===== src/rtl/seg_scan_pkg.sv =====
// Shared definitions for the multiplexed 7-segment scan driver.
//
// Contents:
//   SEG_BLANK        all segments off
//   SEG_0 .. SEG_9   segment patterns, bit0 = seg1 (top) ... bit6 = seg7 (middle)
//   ST_BLANK/ST_SHOW legacy-compatible state encodings
//   state_e          scan FSM state type {BLANK, SHOW}
package seg_scan_pkg;

   localparam logic [6:0] SEG_BLANK = 7'b0000000;

   localparam logic [6:0] SEG_0 = 7'b0111111;
   localparam logic [6:0] SEG_1 = 7'b0000110;
   localparam logic [6:0] SEG_2 = 7'b1011011;
   localparam logic [6:0] SEG_3 = 7'b1001111;
   localparam logic [6:0] SEG_4 = 7'b1100110;
   localparam logic [6:0] SEG_5 = 7'b1101101;
   localparam logic [6:0] SEG_6 = 7'b1111100;
   localparam logic [6:0] SEG_7 = 7'b0000111;
   localparam logic [6:0] SEG_8 = 7'b1111111;
   localparam logic [6:0] SEG_9 = 7'b1100111;

   localparam logic [0:0] ST_BLANK = 1'b0;
   localparam logic [0:0] ST_SHOW  = 1'b1;

   typedef enum logic [0:0] {
      BLANK = ST_BLANK,
      SHOW  = ST_SHOW
   } state_e;

endpackage


===== src/rtl/seg_scan_driver_if.sv =====
// Load channel of the 7-segment scan driver: a packed BCD word offered
// over a valid/ready handshake.
//
// Signals:
//   digits_in   packed BCD, digit i = digits_in[4i+3:4i], digit 0 least significant
//   load_valid  digits_in is valid this cycle (producer)
//   load_ready  driver can accept a word (consumer)
// Modports: master = producer of words, slave = the scan driver.
interface seg_scan_driver_if #(
   parameter int NUM_DIGITS = 4
);

   logic [4*NUM_DIGITS-1:0] digits_in;
   logic                    load_valid;
   logic                    load_ready;

   modport master (
      output digits_in,
      output load_valid,
      input  load_ready
   );

   modport slave (
      input  digits_in,
      input  load_valid,
      output load_ready
   );

endinterface


===== src/rtl/seg_decode.sv =====
// BCD digit to 7-segment pattern lookup (purely combinational).
//
// Ports:
//   bcd  in   4-bit digit value
//   seg  out  7-bit segment pattern, bit0 = top ... bit6 = middle, active-high;
//             codes 10..15 decode to all-off
module seg_decode
   import seg_scan_pkg::*;
(
   input  logic [3:0] bcd,
   output logic [6:0] seg
);

   always_comb begin
      seg = SEG_BLANK;
      case (bcd)
         4'd0:    seg = SEG_0;
         4'd1:    seg = SEG_1;
         4'd2:    seg = SEG_2;
         4'd3:    seg = SEG_3;
         4'd4:    seg = SEG_4;
         4'd5:    seg = SEG_5;
         4'd6:    seg = SEG_6;
         4'd7:    seg = SEG_7;
         4'd8:    seg = SEG_8;
         4'd9:    seg = SEG_9;
         default: seg = SEG_BLANK;
      endcase
   end

endmodule


===== src/rtl/seg_scan_driver.sv =====
// Multiplexed common-segment 7-segment display driver.
//
// Scans one digit at a time: each visit is BLANK_CYCLES of all-off gap
// (anti-ghosting) followed by DWELL_CYCLES with that digit enabled. A
// word accepted over the load channel is held in a pending register and
// only copied to the display register at a frame boundary, so a frame is
// never drawn from two different words.
//
// Ports:
//   clk         system clock, rising edge
//   reset_n     asynchronous active-low reset
//   load_if     load channel (slave modport): digits_in, load_valid, load_ready
//   segments    segment drive, bit0 = top ... bit6 = middle, active-high
//   digit_en    one-hot-or-zero digit select, active-high
//   frame_done  one-cycle pulse after the last digit's dwell
//   io_oeb      pad output enables, all 0 (every pad is an output)
//
// Build option: define LEADING_ZERO_BLANK_EN to blank leading zero digits
// (digit 0 is always shown).
module seg_scan_driver
   import seg_scan_pkg::*;
#(
   parameter int NUM_DIGITS   = 4,
   parameter int DWELL_CYCLES = 100,
   parameter int BLANK_CYCLES = 4,
   parameter int CNT_W        = 16
) (
   input  logic                    clk,
   input  logic                    reset_n,
   seg_scan_driver_if.slave        load_if,
   output logic [6:0]              segments,
   output logic [NUM_DIGITS-1:0]   digit_en,
   output logic                    frame_done,
   output logic [6+NUM_DIGITS:0]   io_oeb
);

   localparam int                IDX_W      = $clog2(NUM_DIGITS);
   localparam int                WORD_W     = 4 * NUM_DIGITS;
   localparam logic [CNT_W-1:0]  BLANK_LAST = CNT_W'(BLANK_CYCLES - 1);
   localparam logic [CNT_W-1:0]  DWELL_LAST = CNT_W'(DWELL_CYCLES - 1);
   localparam logic [IDX_W-1:0]  IDX_LAST   = IDX_W'(NUM_DIGITS - 1);

   // True when digit idx is a leading zero: idx > 0 and it and every more
   // significant digit are zero.
   function automatic logic lead_zero(input logic [WORD_W-1:0] word,
                                      input logic [IDX_W-1:0]  idx);
      logic upper_nz;
      upper_nz = 1'b0;
      for (int j = 0; j < NUM_DIGITS; j++) begin
         if ((IDX_W'(j) >= idx) && (word[4*j +: 4] != 4'h0))
            upper_nz = 1'b1;
      end
      return (idx != '0) && !upper_nz;
   endfunction

   state_e              state_q, state_d;
   logic [CNT_W-1:0]    cnt_q, cnt_d;
   logic [IDX_W-1:0]    idx_q, idx_d;
   logic                frame_end;

   logic [WORD_W-1:0]   disp_q;
   logic [WORD_W-1:0]   pend_q;
   logic                pend_vld_q;
   logic                xfer;

   logic [3:0]          cur_digit;
   logic [6:0]          cur_seg;
   logic                lz_blank;

   logic [6:0]             segments_p1;
   logic [NUM_DIGITS-1:0]  digit_en_p1;
   logic                   frame_done_p1;

   assign load_if.load_ready = ~pend_vld_q;
   assign xfer               = load_if.load_valid & ~pend_vld_q;

   always_comb begin
      state_d   = state_q;
      cnt_d     = cnt_q + 1'b1;
      idx_d     = idx_q;
      frame_end = 1'b0;
      case (state_q)
         BLANK: begin
            if (cnt_q == BLANK_LAST) begin
               state_d = SHOW;
               cnt_d   = '0;
            end
         end
         SHOW: begin
            if (cnt_q == DWELL_LAST) begin
               state_d   = BLANK;
               cnt_d     = '0;
               idx_d     = (idx_q == IDX_LAST) ? '0 : idx_q + 1'b1;
               frame_end = (idx_q == IDX_LAST);
            end
         end
         default: begin
            state_d = BLANK;
            cnt_d   = '0;
         end
      endcase
   end

   always_ff @(posedge clk or negedge reset_n) begin
      if (!reset_n) begin
         state_q <= BLANK;
         cnt_q   <= '0;
         idx_q   <= '0;
      end else begin
         state_q <= state_d;
         cnt_q   <= cnt_d;
         idx_q   <= idx_d;
      end
   end

   // A word arriving exactly on the boundary with nothing pending skips
   // the pending register and goes straight to the display.
   always_ff @(posedge clk or negedge reset_n) begin
      if (!reset_n) begin
         disp_q     <= '0;
         pend_q     <= '0;
         pend_vld_q <= 1'b0;
      end else if (frame_end) begin
         if (pend_vld_q) begin
            disp_q     <= pend_q;
            pend_vld_q <= 1'b0;
         end else if (xfer) begin
            disp_q <= load_if.digits_in;
         end
      end else if (xfer) begin
         pend_q     <= load_if.digits_in;
         pend_vld_q <= 1'b1;
      end
   end

   // idx only advances on entry to BLANK and disp only changes at the
   // frame boundary, so the current idx/disp already describe the next
   // SHOW cycle.
   always_comb begin
      cur_digit = 4'h0;
      for (int j = 0; j < NUM_DIGITS; j++) begin
         if (idx_q == IDX_W'(j))
            cur_digit = disp_q[4*j +: 4];
      end
   end

   seg_decode u_decode (
      .bcd (cur_digit),
      .seg (cur_seg)
   );

`ifdef LEADING_ZERO_BLANK_EN
   assign lz_blank = lead_zero(disp_q, idx_q);
`else
   assign lz_blank = 1'b0;
`endif

   // ---- stage p1: registered pad drive, computed from the next state so
   //      the outputs match the state held during the same cycle ----
   always_ff @(posedge clk or negedge reset_n) begin
      if (!reset_n) begin
         segments_p1   <= SEG_BLANK;
         digit_en_p1   <= '0;
         frame_done_p1 <= 1'b0;
      end else begin
         segments_p1   <= (state_d == SHOW && !lz_blank) ? cur_seg : SEG_BLANK;
         digit_en_p1   <= (state_d == SHOW) ? (NUM_DIGITS'(1) << idx_q) : '0;
         frame_done_p1 <= frame_end;
      end
   end

   assign segments   = segments_p1;
   assign digit_en   = digit_en_p1;
   assign frame_done = frame_done_p1;
   assign io_oeb     = '0;

endmodule

===== src/flat_wrapper.sv =====
// flat-port wrapper written by rule: the top's interface ports become plain ports
module seg_scan_driver_flat import seg_scan_pkg::*;
#(
   parameter int NUM_DIGITS   = 4,
   parameter int DWELL_CYCLES = 100,
   parameter int BLANK_CYCLES = 4,
   parameter int CNT_W        = 16
)
  (clk, reset_n, segments, digit_en, frame_done, io_oeb, load_if_digits_in, load_if_load_valid, load_if_load_ready);
  seg_scan_driver_if #(.NUM_DIGITS(NUM_DIGITS)) load_if_i ();
  input  logic clk;
  input  logic reset_n;
  output logic [6:0] segments;
  output logic [NUM_DIGITS-1:0] digit_en;
  output logic frame_done;
  output logic [6+NUM_DIGITS:0] io_oeb;
  input wire logic [$bits(load_if_i.digits_in)-1:0] load_if_digits_in;
  input wire logic [$bits(load_if_i.load_valid)-1:0] load_if_load_valid;
  output wire logic [$bits(load_if_i.load_ready)-1:0] load_if_load_ready;
  assign load_if_i.digits_in = load_if_digits_in;
  assign load_if_i.load_valid = load_if_load_valid;
  assign load_if_load_ready = load_if_i.load_ready;
  seg_scan_driver #(.NUM_DIGITS(NUM_DIGITS), .DWELL_CYCLES(DWELL_CYCLES), .BLANK_CYCLES(BLANK_CYCLES), .CNT_W(CNT_W)) u_core (.clk(clk), .reset_n(reset_n), .load_if(load_if_i), .segments(segments), .digit_en(digit_en), .frame_done(frame_done), .io_oeb(io_oeb));
endmodule

===== config.mk =====
export PLATFORM = sky130hd
export DESIGN_NAME = seg_scan_driver_flat
export DESIGN_NICKNAME = d
export VERILOG_FILES = /design/src/rtl/seg_scan_pkg.sv /design/src/rtl/seg_scan_driver_if.sv /design/src/rtl/seg_decode.sv /design/src/rtl/seg_scan_driver.sv /design/src/flat_wrapper.sv
export SDC_FILE = /design/constraint.sdc
export NUM_CORES = 1
export LEC_CHECK = 0
export CORE_MARGIN = 2
export CORE_UTILIZATION = 55
export DETAILED_ROUTE_END_ITERATION = 6
export PLACE_DENSITY = 0.8
export SLEW_MARGIN = 20
export SYNTH_ARGS = -nofsm -noshare
export SYNTH_HDL_FRONTEND = slang
export SYNTH_SLANG_ARGS = --single-unit

===== constraint.sdc =====
create_clock -name clk -period 3.1 [get_ports clk]
set_clock_uncertainty 0.05 [all_clocks]
set_input_delay 0.31 -clock clk [delete_from_list [all_inputs] [get_ports clk]]
set_output_delay 0.31 -clock clk [all_outputs]
set_load 0.1 [all_outputs]

# == Word-level counts from Yosys, hierarchy flattened ==
# Memories as Yosys holds them, arrays and structs flattened.
# Index checks and enable logic that the tools add are counted.
# totals
ff_bits,64
latch_bits,0
mem_bits_rw,0
mem_bits_ro,112
out_inout_bits,24
mem_count,1
# mem_list
name,depth,width,rd,rd_ports_with_merged_regs,wr,line,source
(name not given),16,7,1,0,0,seg_decode.sv:16,case (bcd)
# classes
addsub,2
mul,0
div_mod_pow,0
n_lt_le_gt_ge,0
n_eq_ne,5
shifts,1
mux,19
bitwise_logic,4
n_reduce_logical,6
# op_table
cell,count
two-way mux 16 bit,4
one-hot mux 16 bit (2 select lines),1
two-way mux 4 bit,5
"adder 16 x 1 -> 16 bit, second input constant",1
"equality test 16 x 2 -> 1 bit, second input constant",1
"equality test 16 x 7 -> 1 bit, second input constant",1
two-way mux 7 bit,1
two-way mux 1 bit,6
AND reduction 2 bit,3
"equality test 2 bit, second input constant",2
nonzero test 2 bit,2
"<< shifter 1 x 2 -> 4 bit, first input constant",1
inverter 1 bit,3
"adder 2 x 1 -> 2 bit, second input constant",1
"equality test 2 x 1 -> 1 bit, second input constant",1
logical NOT 2 bit,1
two-way mux 2 bit,1
one-hot mux 1 bit (2 select lines),1
AND 1 bit,1

# == Logic depth before layout (Yosys ltp) ==
# An unclocked memory read counts as a cell.
# depth
depth_word,7
ltp_mapped,10
depth_no_buf,10

# == By module ==
# A second synthesis with hierarchy kept.
# unflattened
cells_unflattened,301
hier_area_um2,3342.0
# by_module_without_submodules
module,n_inst,cells_each,area_each_um2,seq_area_each_um2
seg_scan_driver,1,274,3160.5,1601.5
seg_decode,1,27,181.4,0.0

# == Worst setup path before layout ==
# No wires, ideal clock.
# synth_timing
path_type,register -> register
from,register u_core.idx_q[0]
to,register u_core.segments_p1[3] (netlist: u_core.segments[3])
setup_time_ps,94
t_arrival_ps,2185
setup_slack_ps,771
stages_incl_launch_ff,9
path_cell_list,dfrtp_1 > inv_1 > ha_1 > inv_1 > o311ai_0 > inv_1 > ha_1 > mux2_2 > a211oi_1
# synth_via
elab_chain_cells,7
elab_cells_between_ends,10
cone_classes,3 x eq/ne; 5 x mux; 1 x reduce/logical; 1 x memory
# synth_lines
item,line,source
"start, declared",seg_scan_driver.sv:58,"logic [IDX_W-1:0] idx_q, idx_d;"
"start signal, assigned",seg_scan_driver.sv:112,idx_q <= idx_d;
logical NOT 2 bit,seg_scan_driver.sv:142,if (idx_q == IDX_W'(j))
two-way mux 4 bit (3 in series),seg_scan_driver.sv:142,
two-way mux 4 bit (*),seg_scan_driver.sv:142,
memory (16 x 7 bit) (*),--,
two-way mux 7 bit (*),seg_scan_driver.sv:166,segments_p1 <= (state_d == SHOW && !lz_blank) ? cur_seg : SEG_BLANK;
"end signal, assigned",seg_scan_driver.sv:166,
"end, declared",seg_scan_driver.sv:70,logic [6:0] segments_p1;
# Every way passes the cells marked *; elsewhere a longest branch is shown, timed or not.
# A chain may end at the register's enable or synchronous reset.

# == Final worst setup path ==
# layout_timing
from,register u_core.cnt_q[0]
to,register u_core.pend_q[15]
# layout_via
elab_chain_cells,5
# layout_lines
item,line,source
"start, declared",seg_scan_driver.sv:57,"logic [CNT_W-1:0] cnt_q, cnt_d;"
"start signal, assigned",seg_scan_driver.sv:111,cnt_q <= cnt_d;
equality test 16 x 7 -> 1 bit,seg_scan_driver.sv:90,if (cnt_q == DWELL_LAST) begin
two-way mux 1 bit,seg_scan_driver.sv:90,
two-way mux 1 bit,seg_scan_driver.sv:82,case (state_q)
inverter 1 bit (no source line),--,
AND reduction 2 bit (no source line),--,
"end signal, assigned",seg_scan_driver.sv:131,pend_q <= load_if.digits_in;
"end, declared",seg_scan_driver.sv:62,logic [WORD_W-1:0] pend_q;
# No other way between the ends.

==> impl_metrics.ini <==
[final_layout]
area_growth_pct = 17.6
multiInputGateArea_um2 = 1400
final_layout_size_suffix_gt1_frac = 0.136
fin_area_um2 = 3720
n_fill_cell = 439
regArea_um2 = 1600
nets = 340
diodes = 0

[sta]
final.min_clock_period_ps = 2570
setup_tns_ps = 0
setup_violations = 0
relSlewSlack = 0.356
slew_violations = 0
tightestPinTransition_ps = 963
max_freq_mhz = 390
finalHoldViolCount = 0
finalCritPeriodShare = 0.828
rsz0062_at_grt = no

[critical_path]
critPathLaunchType = flip-flop
r2r-end = u_core.pend_q[15]
crit_arrival_ps = 2750
path_class = reg2reg
critPathLaunch = u_core.cnt_q[0]
max_stage_delay_ps = 640
path_buf_inv = 0
critPathRequiredTime_ps = 3280
path_cells = ha_1 > nor4b_2 > nand4_1 > or3_1 > nand2_8 > mux2_2
crit_fanout = 16
rr_worst_depth = 6
crit_family = simple AND/OR/NAND/NOR gates
r2r-start = u_core.cnt_q[0]
rrSetupSlack_ps = 530
cp-end-kind = flip-flop
cpMaxStageDelayCell = or3_1

[routing]
firstDrtPassIters = 4
route.vias.total = 2073
drt_wl_total_um = 5760
wl_per_cell_um = 14.8
drt_iter0_drc = 83
drc = 0
ant_nets = 0
vias_per_cell = 5.33

[floorplan]
core_um2 = 5540
initial_utilization = 0.571
die_x_um = 79.9
die-area_um2 = 6380
std_cell_rows = 27
fp.dieH_um = 79.9
ios = 43

[yosys]
syn_inst = 276
ys_async_sr_fraction = 1.00
syn_area_per_cell_um2 = 11.5
synth_fa_ha_area_frac = 0.0356
synth_top_family_by_area = simple AND/OR/NAND/NOR gates
synth_top_area_frac = 0.506
yosysWarnings = 0
synth-edff-count = 0
ys_seq_area_frac = 0.506
synth_area_um2 = 3160
synth_ff_type = dfrtp_1
ys_seq_elements = 64
synthSimpleGateAreaFrac = 0.136
synth_compound_area_frac = 0.136
yosysTopAreaCell = dfrtp_1
ys_top_cells_by_area = dfrtp_1 51%, mux2_4 4.7%, o2bb2ai_1 4.7%, and2_1 3.6%, ha_1 3.6%
synth_mux_area_frac = 0.0819
synth_cell_types = 43
synth_xor_area_frac = 0.0388

[clock_tree]
cts.sinks = 64
numCtsBuffers = 9
cts.reportedPaths.clkPinSlew_ps = 70
cts_tree = built
clock_latency_ps = 350
cts_max_level = 3
root_buffer = clkbuf_8
clockBufferDepth = 2
cts_setup_buffers = 0

[global_route]
grt_pass1_wl_um = 9590
grt_pass1_vias = 2093
grt_start_max_net_pins = 29
antenna_found_initial = 0
grtUsageTotal = 0.202
overflow = 0

[placed_design]
place_area_um2 = 3480
io_buffers = 31
hpwl_um = 4050
gp_congestion = 0.839

[hold_path]
hold_depth = 1
worstHoldEndpoint = u_core.cnt_q[15]
min_path_type = reg2reg
hold_start = u_core.cnt_q[15]

[power_and_ir_drop]
p_per_area_nw_per_um2 = 501
p_leak_nw = 1.65
vdd_drop_max_uv = 321

[flow_run]
maxCapViolations = 0

[status]
outcome = completed
[cell usage after synthesis (4+ instances only)]
cell type	number
ha_1	9
nand3_1	8
mux2_4	10
mux2_2	7
a31oi_1	16
dfrtp_1	64
buf_4	11
inv_1	11
and3_1	4
and2_1	18
o21ai_0	6
o2bb2ai_1	17
xnor2_1	10
clkbuf_1	6
nor2_1	14
or3_1	4
nand2_1	11
xor2_1	4
[repair_timing]
item                      4_1_cts  5_1_grt
hold buffers                    1        0
hold endpoints to repair       26        0
resized for setup               0        0
[worst max-delay path by stage]
stage          cells past startpoint  slack, ps                 end
2_1_floorplan                      8        770  u_core.segments[3]
3_3_place_gp                       6        570    u_core.pend_q[1]
3_5_place_dp                       8        470  u_core.segments[3]
4_1_cts                            8        390  u_core.segments[3]
5_1_grt                            6        330    u_core.pend_q[4]
6_report                           6        530   u_core.pend_q[15]
[power breakdown]
group	internal, mW	total (mW)	switching (mW)
clock network	0.531	0.844	0.313
registers	0.854	0.864	0.00954
logic	0.0572	0.157	0.0994
[layer usage]
metal / GRT usage / vias up / wire length (um)
li1: - / 1031 / -
met1: 0.246 / 990 / 2690
met2: 0.323 / 38 / 2720
met3: 0.0656 / 14 / 198
met4: 0.100 / 0 / 146
met5: 0 / - / 0
[kinds of logic (layout without fill, tap and decap cells)]
kind of cell / Yosys count / count (layout)
mux: 20 / 20
flops: 64 / 64
buf+inv: 34 / 65
xor+xnor: 14 / 14
fa+ha+maj: 9 / 9
compound gates: 58 / 58
other cells: 1 / 11
simple gates: 76 / 76
[flip-flops by register name, summed over array words and instances, names as in the netlist]
register / flops
u_core.cnt_q: 16
u_core.disp_q: 16
u_core.pend_q: 16
u_core.segments: 7
u_core.digit_en: 4
u_core.idx_q: 2
u_core.frame_done: 1
u_core.pend_vld_q: 1
u_core.state_q: 1
[cell usage in the layout (no fill, tap or decap), types with 3 or more instances in the layout]
master | Yosys | routed
clkbuf_8 | 0 | 9
buf_4 | 11 | 6
nand2_1 | 11 | 11
o21ai_0 | 6 | 6
a21oi_1 | 3 | 3
o2bb2ai_1 | 17 | 17
ha_1 | 9 | 9
bufinv_16 | 0 | 3
and2_1 | 18 | 18
mux2_2 | 7 | 7
nand2b_1 | 3 | 3
or3_1 | 4 | 4
dfrtp_1 | 64 | 64
clkdlybuf4s50_1 | 0 | 29
nor2b_1 | 3 | 3
mux2i_1 | 3 | 3
o211ai_1 | 3 | 3
a31oi_1 | 16 | 16
xnor2_1 | 10 | 10
nand4_1 | 3 | 3
mux2_4 | 10 | 10
and3_1 | 4 | 4
nand3_1 | 8 | 8
nor2_1 | 14 | 14
inv_1 | 11 | 11
conb_1 | 1 | 11
xor2_1 | 4 | 4
o211a_1 | 3 | 3
[final cells by class]
type                       instances  area share
clock buffer                      10      0.0343
timing repair buffer              37      0.0941
tap                               72      0.0242
clock inverter                     6      0.0289
sequential                        64       0.430
multi-input combinational        188       0.375
inverter                          12      0.0128
[metrics by stage]
step / cells / hold slack [ps] / worst slack, ps / util / power, mW
3_3_place_gp: 372 / 315 / 569 / 0.627 / 1.03
6_report: 389 / 445 / 533 / 0.672 / 1.86
5_1_grt: 389 / 455 / 329 / 0.672 / 1.93
4_1_cts: 389 / 439 / 395 / 0.672 / 1.88
3_5_place_dp: 372 / 313 / 474 / 0.627 / 1.04
2_1_floorplan: 286 / -35.6 / 771 / - / 0.992
Power figures use the tool's default switching activity.
